==> src/rtl/sccb_cfg_pkg.sv <==
// Shared encodings, markers and field widths for the SCCB register-table sequencer.
// No logic of its own; latency not applicable.
// No flow control; users of these types apply their own.
package sccb_cfg_pkg;

    localparam int ADDR_W    = 8;
    localparam int DATA_W    = 8;
    localparam int ENTRY_W   = ADDR_W + DATA_W;
    localparam int MAX_TABLE = 256;

    localparam logic [ENTRY_W-1:0] END_MARK   = 16'hFFFF;
    localparam logic [ADDR_W-1:0]  DELAY_ADDR = 8'hFE;

    typedef enum logic [2:0] {
        ST_IDLE  = 3'd0,
        ST_FETCH = 3'd1,
        ST_ISSUE = 3'd2,
        ST_WAIT  = 3'd3,
        ST_DELAY = 3'd4,
        ST_DONE  = 3'd5,
        ST_ERR   = 3'd6
    } state_t;

    typedef struct packed {
        logic [ADDR_W-1:0] addr;
        logic [DATA_W-1:0] data;
    } entry_t;

    // Entry i lives at bits [i*ENTRY_W +: ENTRY_W]; unused slots hold the end marker.
    localparam logic [ENTRY_W*MAX_TABLE-1:0] DEFAULT_TABLE =
        {{(MAX_TABLE-4){END_MARK}}, END_MARK, 16'h1101, 16'hFE01, 16'h1280};

    // A zero-millisecond delay still occupies one cycle.
    function automatic logic [31:0] delay_cycles(input logic [DATA_W-1:0] ms,
                                                 input logic [31:0]       clk_per_ms);
        delay_cycles = (ms == '0) ? 32'd1 : 32'(ms) * clk_per_ms;
    endfunction

endpackage

==> src/rtl/sccb_cfg_rom.sv <==
// Register table ROM: index in, {addr,data} entry out.
// Latency: one cycle (registered output).
// No backpressure; a new index may be presented every cycle.
module sccb_cfg_rom
    import sccb_cfg_pkg::*;
#(
    parameter int                             TABLE_LEN  = 64,
    parameter logic [ENTRY_W*MAX_TABLE-1:0]   TABLE_INIT = DEFAULT_TABLE
) (
    input  logic              clk,
    input  logic              reset,
    input  logic [ADDR_W-1:0] index,
    output entry_t            entry
);

    always_ff @(posedge clk or posedge reset) begin
        if (reset) begin
            entry <= '0;
        end else if (int'(index) < TABLE_LEN) begin
            entry <= TABLE_INIT[int'(index)*ENTRY_W +: ENTRY_W];
        end else begin
            entry <= END_MARK;
        end
    end

endmodule

==> src/rtl/sccb_cfg_sequencer.sv <==
// Walks the register ROM and issues SCCB writes with retry on NACK; SCCB_CFG_DELAY_EN adds delay markers.
// Latency: 3 idle cycles between an ACK and the next request; ROM read is 1 cycle.
// Backpressure: wr_req holds with stable addr/data until wr_ack or wr_nack.
module sccb_cfg_sequencer
    import sccb_cfg_pkg::*;
#(
    parameter int                           TABLE_LEN  = 64,
    parameter int                           CLK_PER_MS = 50000,
    parameter int                           MAX_RETRY  = 3,
    parameter logic [ENTRY_W*MAX_TABLE-1:0] TABLE_INIT = DEFAULT_TABLE
) (
    input  logic              clk,
    input  logic              reset,
    input  logic              start,
    output logic              busy,
    output logic              done,
    output logic              error,
    output logic              wr_req,
    output logic [ADDR_W-1:0] wr_addr,
    output logic [DATA_W-1:0] wr_data,
    input  logic              wr_ack,
    input  logic              wr_nack,
    output logic [7:0]        index
);

    localparam logic [8:0] TABLE_END   = 9'(TABLE_LEN);
    localparam logic [7:0] RETRY_LIMIT = 8'(MAX_RETRY);

    state_t     state;
    logic       start_q;
    logic       start_rise;
    logic [8:0] idx_q;
    logic       rom_vld;
    logic [7:0] retry_cnt;
    entry_t     rom_entry;

`ifdef SCCB_CFG_DELAY_EN
    localparam logic [31:0] MS_CYCLES = 32'(CLK_PER_MS);
    logic [31:0] delay_cnt;
`endif

    assign start_rise = start & ~start_q;

    // Index is nine bits so a full 256-entry walk ends without wrapping; display saturates.
    assign index = idx_q[8] ? 8'hFF : idx_q[7:0];

    sccb_cfg_rom #(
        .TABLE_LEN  (TABLE_LEN),
        .TABLE_INIT (TABLE_INIT)
    ) u_rom (
        .clk   (clk),
        .reset (reset),
        .index (idx_q[7:0]),
        .entry (rom_entry)
    );

    always_ff @(posedge clk or posedge reset) begin
        if (reset) begin
            state     <= ST_IDLE;
            start_q   <= 1'b1;   // start held high through reset must not look like an edge
            idx_q     <= '0;
            rom_vld   <= 1'b0;
            retry_cnt <= '0;
            busy      <= 1'b0;
            done      <= 1'b0;
            error     <= 1'b0;
            wr_req    <= 1'b0;
            wr_addr   <= '0;
            wr_data   <= '0;
`ifdef SCCB_CFG_DELAY_EN
            delay_cnt <= '0;
`endif
        end else begin
            start_q <= start;
            case (state)
                ST_IDLE, ST_DONE, ST_ERR: begin
                    if (start_rise) begin
                        idx_q     <= '0;
                        rom_vld   <= 1'b0;
                        retry_cnt <= '0;
                        done      <= 1'b0;
                        error     <= 1'b0;
                        busy      <= 1'b1;
                        state     <= ST_FETCH;
                    end
                end

                ST_FETCH: begin
                    if (!rom_vld) begin
                        if (idx_q >= TABLE_END) begin
                            busy  <= 1'b0;
                            done  <= 1'b1;
                            state <= ST_DONE;
                        end else begin
                            rom_vld <= 1'b1;
                        end
                    end else begin
                        rom_vld <= 1'b0;
                        if (rom_entry == END_MARK) begin
                            busy  <= 1'b0;
                            done  <= 1'b1;
                            state <= ST_DONE;
`ifdef SCCB_CFG_DELAY_EN
                        end else if (rom_entry.addr == DELAY_ADDR) begin
                            delay_cnt <= delay_cycles(rom_entry.data, MS_CYCLES);
                            state     <= ST_DELAY;
`endif
                        end else begin
                            state <= ST_ISSUE;
                        end
                    end
                end

                // ROM output is still addressed by idx_q, so retries reload the same entry.
                ST_ISSUE: begin
                    wr_addr <= rom_entry.addr;
                    wr_data <= rom_entry.data;
                    wr_req  <= 1'b1;
                    state   <= ST_WAIT;
                end

                ST_WAIT: begin
                    if (wr_nack) begin
                        wr_req <= 1'b0;
                        if (retry_cnt < RETRY_LIMIT) begin
                            retry_cnt <= retry_cnt + 8'd1;
                            state     <= ST_ISSUE;
                        end else begin
                            busy  <= 1'b0;
                            error <= 1'b1;
                            state <= ST_ERR;
                        end
                    end else if (wr_ack) begin
                        wr_req    <= 1'b0;
                        retry_cnt <= '0;
                        idx_q     <= idx_q + 9'd1;
                        state     <= ST_FETCH;
                    end
                end

`ifdef SCCB_CFG_DELAY_EN
                ST_DELAY: begin
                    if (delay_cnt <= 32'd1) begin
                        delay_cnt <= '0;
                        idx_q     <= idx_q + 9'd1;
                        state     <= ST_FETCH;
                    end else begin
                        delay_cnt <= delay_cnt - 32'd1;
                    end
                end
`endif

                default: begin
                    wr_req <= 1'b0;
                    busy   <= 1'b0;
                    state  <= ST_IDLE;
                end
            endcase
        end
    end

endmodule
==> config.mk <==
export PLATFORM = sky130hd
export DESIGN_NAME = sccb_cfg_sequencer
export DESIGN_NICKNAME = d
export VERILOG_FILES = /design/src/rtl/sccb_cfg_pkg.sv /design/src/rtl/sccb_cfg_rom.sv /design/src/rtl/sccb_cfg_sequencer.sv
export SDC_FILE = /design/constraint.sdc
export NUM_CORES = 1
export LEC_CHECK = 0
export ABC_CLOCK_PERIOD_IN_PS = 1800
export BUFFER_PORTS_ARGS = -buffer_cell sky130_fd_sc_hd__buf_2
export CAP_MARGIN = 40
export CORE_ASPECT_RATIO = 0.5
export CORE_MARGIN = 2
export CORE_UTILIZATION = 51
export CTS_CLUSTER_SIZE = 14
export DETAILED_ROUTE_END_ITERATION = 7
export GPL_TIMING_DRIVEN = 0
export PLACE_DENSITY = 0.82
export SYNTH_ARGS = -nofsm -noshare
export SYNTH_HDL_FRONTEND = slang
export SYNTH_SLANG_ARGS = --single-unit
==> constraint.sdc <==
create_clock -name clk -period 1.8 [get_ports clk]
set_input_delay 0.18 -clock clk [delete_from_list [all_inputs] [get_ports clk]]
set_output_delay 0.18 -clock clk [all_outputs]
set_load 0.01 [all_outputs]
Yosys cells after proc, flatten, opt, wreduce, memory -nomap -nowiden
Cells that the tools add are included.
W data, S select, Z words.
{"block": "totals", "regBits": 58, "input_bits": 5, "out_inout_bits": 28, "wordCells": 91}
{"block": "op_classes", "add_sub_neg": 2, "magnitude_cmp": 3, "eq_ne": 15, "n_shift": 1, "n_mux": 40, "bitwise": 4, "n_reduce_logical": 13}
{"op": "$shiftx A4096 B13 Y16 const A", "count": 1}
{"op": "$mux W8", "count": 5}
{"op": "$mux W9", "count": 3}
{"op": "$mux W3", "count": 7}
{"op": "$pmux W9 S2", "count": 1}
{"op": "$eq A16 B16 Y1 const B", "count": 1}
{"op": "$mux W1", "count": 16}
{"op": "$mux W16", "count": 1}
{"op": "$pmux W8 S2", "count": 1}
{"op": "$reduce_and A4 Y1", "count": 4}
{"op": "$ne A3 B3 Y1 const B", "count": 4}
{"op": "$pmux W3 S4", "count": 1}
{"op": "$ne A2 B2 Y1 const B", "count": 5}
{"op": "$add A9 B1 Y9 const B", "count": 1}
{"op": "$ge A9 B7 Y1 const B", "count": 1}
{"op": "$add A8 B1 Y8 const B", "count": 1}
{"op": "$lt A8 B2 Y1 const B", "count": 1}
{"op": "$lt A8 B7 Y1 const B", "count": 1}
{"op": "$eq A3 B2 Y1 const B", "count": 2}
{"op": "$eq A3 B3 Y1 const B", "count": 2}
{"op": "$pmux W1 S2", "count": 3}
{"op": "$reduce_and A6 Y1", "count": 1}
{"op": "$pmux W1 S4", "count": 1}
{"op": "$reduce_and A2 Y1", "count": 2}
{"op": "other kinds (9)", "count": 12}

Longest topological paths before layout
{"block": "depth", "depth_word": 4, "mapped_depth": 6, "depth_no_buf": 5}

Hierarchy
A second synthesis with hierarchy kept.
{"block": "hier_totals", "hier_cells": 227, "area_unflattened_um2": 2447.3}
{"mod": "sccb_cfg_sequencer", "n_inst": 1, "cells_per_inst": 196, "area_each_um2": 2094.5, "seq_area_each_um2": 1052.3}
{"mod": "sccb_cfg_rom", "n_inst": 1, "cells_per_inst": 31, "area_each_um2": 352.8, "seq_area_each_um2": 175.2}

Worst setup path after synthesis
OpenSTA, ideal clock, no wires.
{"block": "synth_timing", "path_type": "register -> register", "start": "register retry_cnt[0]", "end": "register retry_cnt[0]", "setup_ps": 125, "arrival_time_ps": 1704, "t_required_ps": 1675, "path_slack_ps": -28, "path_stages_with_launch": 6, "n_path_buf": 0, "synth_period_minus_slack_ps": 1828, "cell_sequence": "dfrtp_1 -> ha_1 -> nor4_1 -> a311oi_1 -> nor3_1 -> mux2_2"}
{"block": "synth_between", "elab_chain_len": 4, "word_cells_on_any_way": 7, "classes_between": "1 x add/sub; 1 x order compare; 1 x eq/ne; 3 x mux; 1 x reduce/logical"}
{"element": "start: declaration", "line_no": "sccb_cfg_sequencer.sv:34", "source": "logic [7:0] retry_cnt;"}
{"element": "start signal: assignment", "line_no": "sccb_cfg_sequencer.sv:126", "source": "retry_cnt <= retry_cnt + 8'd1;"}
{"element": "$add A8 B1 Y8", "line_no": "sccb_cfg_sequencer.sv:126"}
{"element": "$mux W8", "line_no": "sccb_cfg_sequencer.sv:125", "source": "if (retry_cnt < RETRY_LIMIT) begin"}
{"element": "$mux W8", "line_no": "sccb_cfg_sequencer.sv:123", "source": "if (wr_nack) begin"}
{"element": "$pmux W8 S2", "line_no": "sccb_cfg_sequencer.sv:75", "source": "case (state)"}
Several ways; a longest one is shown, not always the timed one. The select of a mux whose other input is x is not followed.
A chain may end at the register's enable or synchronous reset.

Final worst setup path
{"block": "layout_timing", "start": "register state[1]", "end": "register idx_q[3]"}
{"block": "layout_between", "elab_chain_len": 4, "word_cells_on_any_way": 11, "classes_between": "6 x eq/ne; 1 x mux; 4 x reduce/logical"}
{"element": "start: declaration", "line_no": "sccb_cfg_sequencer.sv:29", "source": "state_t state;"}
{"element": "start signal: assignment", "line_no": "sccb_cfg_sequencer.sv:59", "source": "state <= ST_IDLE;"}
{"element": "start signal: assignment", "line_no": "sccb_cfg_sequencer.sv:84", "source": "state <= ST_FETCH;"}
{"element": "start signal: assignment", "line_no": "sccb_cfg_sequencer.sv:93", "source": "state <= ST_DONE;"}
{"element": "$eq A3 B3 Y1 or $logic_not A3 Y1 (tied branches)", "line_no": "sccb_cfg_sequencer.sv:75"}
{"element": "$reduce_or A3 Y1", "line_no": "sccb_cfg_sequencer.sv:75"}
{"element": "$ne A2 B2 Y1 (no source line) or $reduce_bool A2 Y1 (tied branches)"}
{"element": "$reduce_and A4 Y1 (no source line)"}
{"element": "end signal: assignment", "line_no": "sccb_cfg_sequencer.sv:136", "source": "idx_q <= idx_q + 9'd1;"}
{"element": "end: declaration", "line_no": "sccb_cfg_sequencer.sv:32", "source": "logic [8:0] idx_q;"}
Several ways; a longest one is shown, not always the timed one.

==> flow_summary.toml <==
[global_route]
grt_pass1_wl_um = 8040
grt_usage = 0.222
antenna_found_initial = 0
grt_max_degree = 41
gr-total-overflow = 0
grt_pass1_vias = 1678

[timing]
hold_violations = 0
period_minus_slack_ns = 1.81
relSlewSlack = 0.449
slew_violations = 0
worstMarginPinSlew_ns = 0.826
setup_ws_ns = -0.00633
setup_violations = 1
period_share = 1.00
rsz0062_at_grt = "true"
fmax_ghz = 0.554
finalClockSkew_ns = 0.0144

[die]
die_x_um = 95.3
die_area_sq_mm = 0.00473
rows = 16
core_area_sq_mm = 0.00394
io_pins = 33
die_y_um = 49.6
start_util = 0.538

[final_layout]
multi_input_area_sq_mm = 0.00109
syn_to_final_growth_pct = 24.9
drive_gt1_frac = 0.395
register_area_sq_mm = 0.00100
n_antenna_cell = 0
n_fill_cell = 296
fin_nets = 272
stdcell_count = 317

[logic_synthesis]
synth_edf_count = 0
synth_warnings = 0
synth_fp_nets = 223
synth.area.top_cells = "dfrtp_1 46%, mux2_2 4.8%, buf_4 3.5%, ha_1 2.9%, nor2b_1 2.7%"
avgSynthCellArea_sq_um = 9.97
syn-instance-count = 213
ys_seq_area_frac = 0.472
synth_largest_area_cell = "dfrtp_1"
synth_top_area_frac = 0.460
synthesis.area_sq_mm = 0.00212
synth_top_flop_cell = "dfrtp_1"
async_reset_ff_frac = 1.00
ys_types = 49
synth_seq_cells = 40

[worst_setup_path]
r2r-end = "idx_q[3]$_DFFE_PP0P_"
critical_path.max_fanout = 6
rrSetupSlack_ns = -0.006
path_class = "reg -> reg"
crit_top_cell = "buf_6"
crit_path_max_incr_delay_ns = 0.39
crit_family = "compound AO/OA/AOI/OAI gates"
crit_slowest_cell = "dfrtp_1"
reg2reg_depth = 7
worst_setup_path_start_kind = "flip-flop"
cp_data_required_time_ns = 1.97
end_kind = "flip-flop"
r2r-start = "state[1]$_DFFE_PP0P_"
path_cells = "buf_6 -> and3b_1 -> buf_6 -> a32o_2 -> buf_4 -> o31ai_1 -> a21oi_2"
crit_start = "state[1]$_DFFE_PP0P_"
critPathBufInv = 3
worstPathArrival_ns = 1.97

[outcome]
status = "finished with violations"
violations = "setup timing"

[route]
wl_um = 5310
drcViolationCount = 0
ant_nets = 0
viasPerCell = 5.93
drt_iter0_markers = 152
vias = 1881
first_pass_iters = 4
avgRoutedWirePerCell_um = 16.7

[run]
cap_violations = 0

[clock_network]
cts.sinks = 40
clock_latency_ns = 0.30
numCtsBuffers = 5
cts_buffer_depth = 2
h-tree-depth = 2
cts_tree = "done"
ctsHoldBuffers = 0
clock-root-buffer = "clkbuf_8"
cts.clk_slew.worst_paths_ns = 0.09

[pwr]
p_sw_frac = 0.411
p_sw_w = 0.00163
power.total_w = 0.00397
peakVddDrop_mv = 0.573
pwr-share-seq = 0.328
p_comb_frac = 0.520
power.density_mw_per_mm2 = 1500
pwr-share-clk = 0.152
power.leakage_nw = 1.32
p_int_w = 0.00234

[min_path]
hp-class = "in -> async"

[place]
dpl.cell_count = 299
pre_cts_slack_ns = -0.214
routabilityCongestion = 0.863
hpwlAfterDp_um = 3340
io_buffers = 32
## how the worst max path moves through the flow
stage	to	slack, ns	cells past startpoint
final	idx_q[3]$_DFFE_PP0P_	-0.006	7
after detailed placement	retry_cnt[1]$_DFFE_PP0P_	-0.21	5
after global routing	idx_q[3]$_DFFE_PP0P_	-0.08	7
after CTS	retry_cnt[1]$_DFFE_PP0P_	-0.005	5
after floorplan	retry_cnt[0]$_DFFE_PP0P_	0.07	5
after global placement	retry_cnt[0]$_DFFE_PP0P_	-0.14	5
## registers in the layout, indices dropped and copies added, names as in the netlist, 3 cells and up
register     cells
wr_addr          4
u_rom.entry      7
idx_q            9
wr_data          3
retry_cnt        8
state            3
## timing repair
item,in CTS,in global routing
buffers inserted,3,8
endpoints found under the setup margin,13,21
gates resized for setup,11,16
pin swaps,5,10
## area by class of cell
cell class | count | share of cell area
multi-input cells | 144 | 0.410
repair buffers | 43 | 0.0916
clock buffers | 5 | 0.0260
clock inverters | 3 | 0.00708
plain buffers | 18 | 0.0472
well taps | 54 | 0.0255
inverters | 10 | 0.0142
flip-flops and latches | 40 | 0.378
## cells in the mapped netlist, drive strengths merged, types with 3 or more instances
library cell	number
a211oi	3
a21oi	11
and3	5
buf	14
clkbuf	5
dfrtp	39
ha	5
inv	9
mux2	9
mux2i	4
nand2	11
nand2b	6
nand3	6
nand4	3
nor2	10
nor2b	9
nor3	8
nor4	3
o21ai	8
o22ai	3
o31ai	3
or2	8
or4	4
## routing by layer
layer	track usage	routed length (um)	vias to the layer above
li1	-	-	847
met1	0.321	2200	904
met2	0.324	2480	103
met3	0.0505	431	27
met4	0.0894	189	0
met5	0	0	-
## cells by family (layout without fill, tap and decap cells)
group | Yosys count | in the layout | share of synthesized area
AO/OA/AOI/OAI | 41 | 41 | 0.128
XOR/XNOR | 3 | 3 | 0.0124
adder cells (fa/ha/maj) | 5 | 5 | 0.0295
buffers and inverters | 29 | 79 | 0.0737
flip-flops | 40 | 40 | 0.472
multiplexers | 13 | 13 | 0.0666
other | 1 | 1 | 0.00177
AND/OR/NAND/NOR | 81 | 81 | 0.216
## layout by cell type, fill, tap and decap left out, drive strengths merged, types with 2 or more instances in the layout
cell type,instances
nor2,10
o21ai,8
a21oi,11
buf,55
inv,9
nand4,3
o2bb2ai,2
nor2b,9
a31oi,2
xnor2,2
nor3,8
mux2i,4
and2,2
mux2,9
or2,8
and3b,2
dfrtp,39
clkinv,4
ha,5
o22ai,3
or4,4
a211oi,3
and3,5
nand3,6
o31ai,3
nand2,11
clkbuf,11
nand2b,6
nor4,3
## stage by stage
step | area (sq um) | hold WS (ns) | util | TNS [ns]
after floorplan | 2130 | 0.184 | - | 0
after global placement | 2360 | 0.323 | 0.598 | -0.965
final | 2650 | 0.0311 | 0.672 | -0.00633
after detailed placement | 2360 | 0.324 | 0.598 | -1.54
after global routing | 2650 | 0.0250 | 0.672 | -0.165
after CTS | 2510 | 0.0169 | 0.637 | -0.00490
## power groups by stage
stage	Clock (W)	Sequential, W	Combinational (W)
2_1_floorplan	0	0.00130	0.00120
3_3_place_gp	0	0.00127	0.00166
3_5_place_dp	0	0.00129	0.00170
4_1_cts	0.000606	0.00131	0.00180
5_1_grt	0.000645	0.00133	0.00226
6_report	0.000604	0.00130	0.00207
Power figures use the tool's default switching activity.
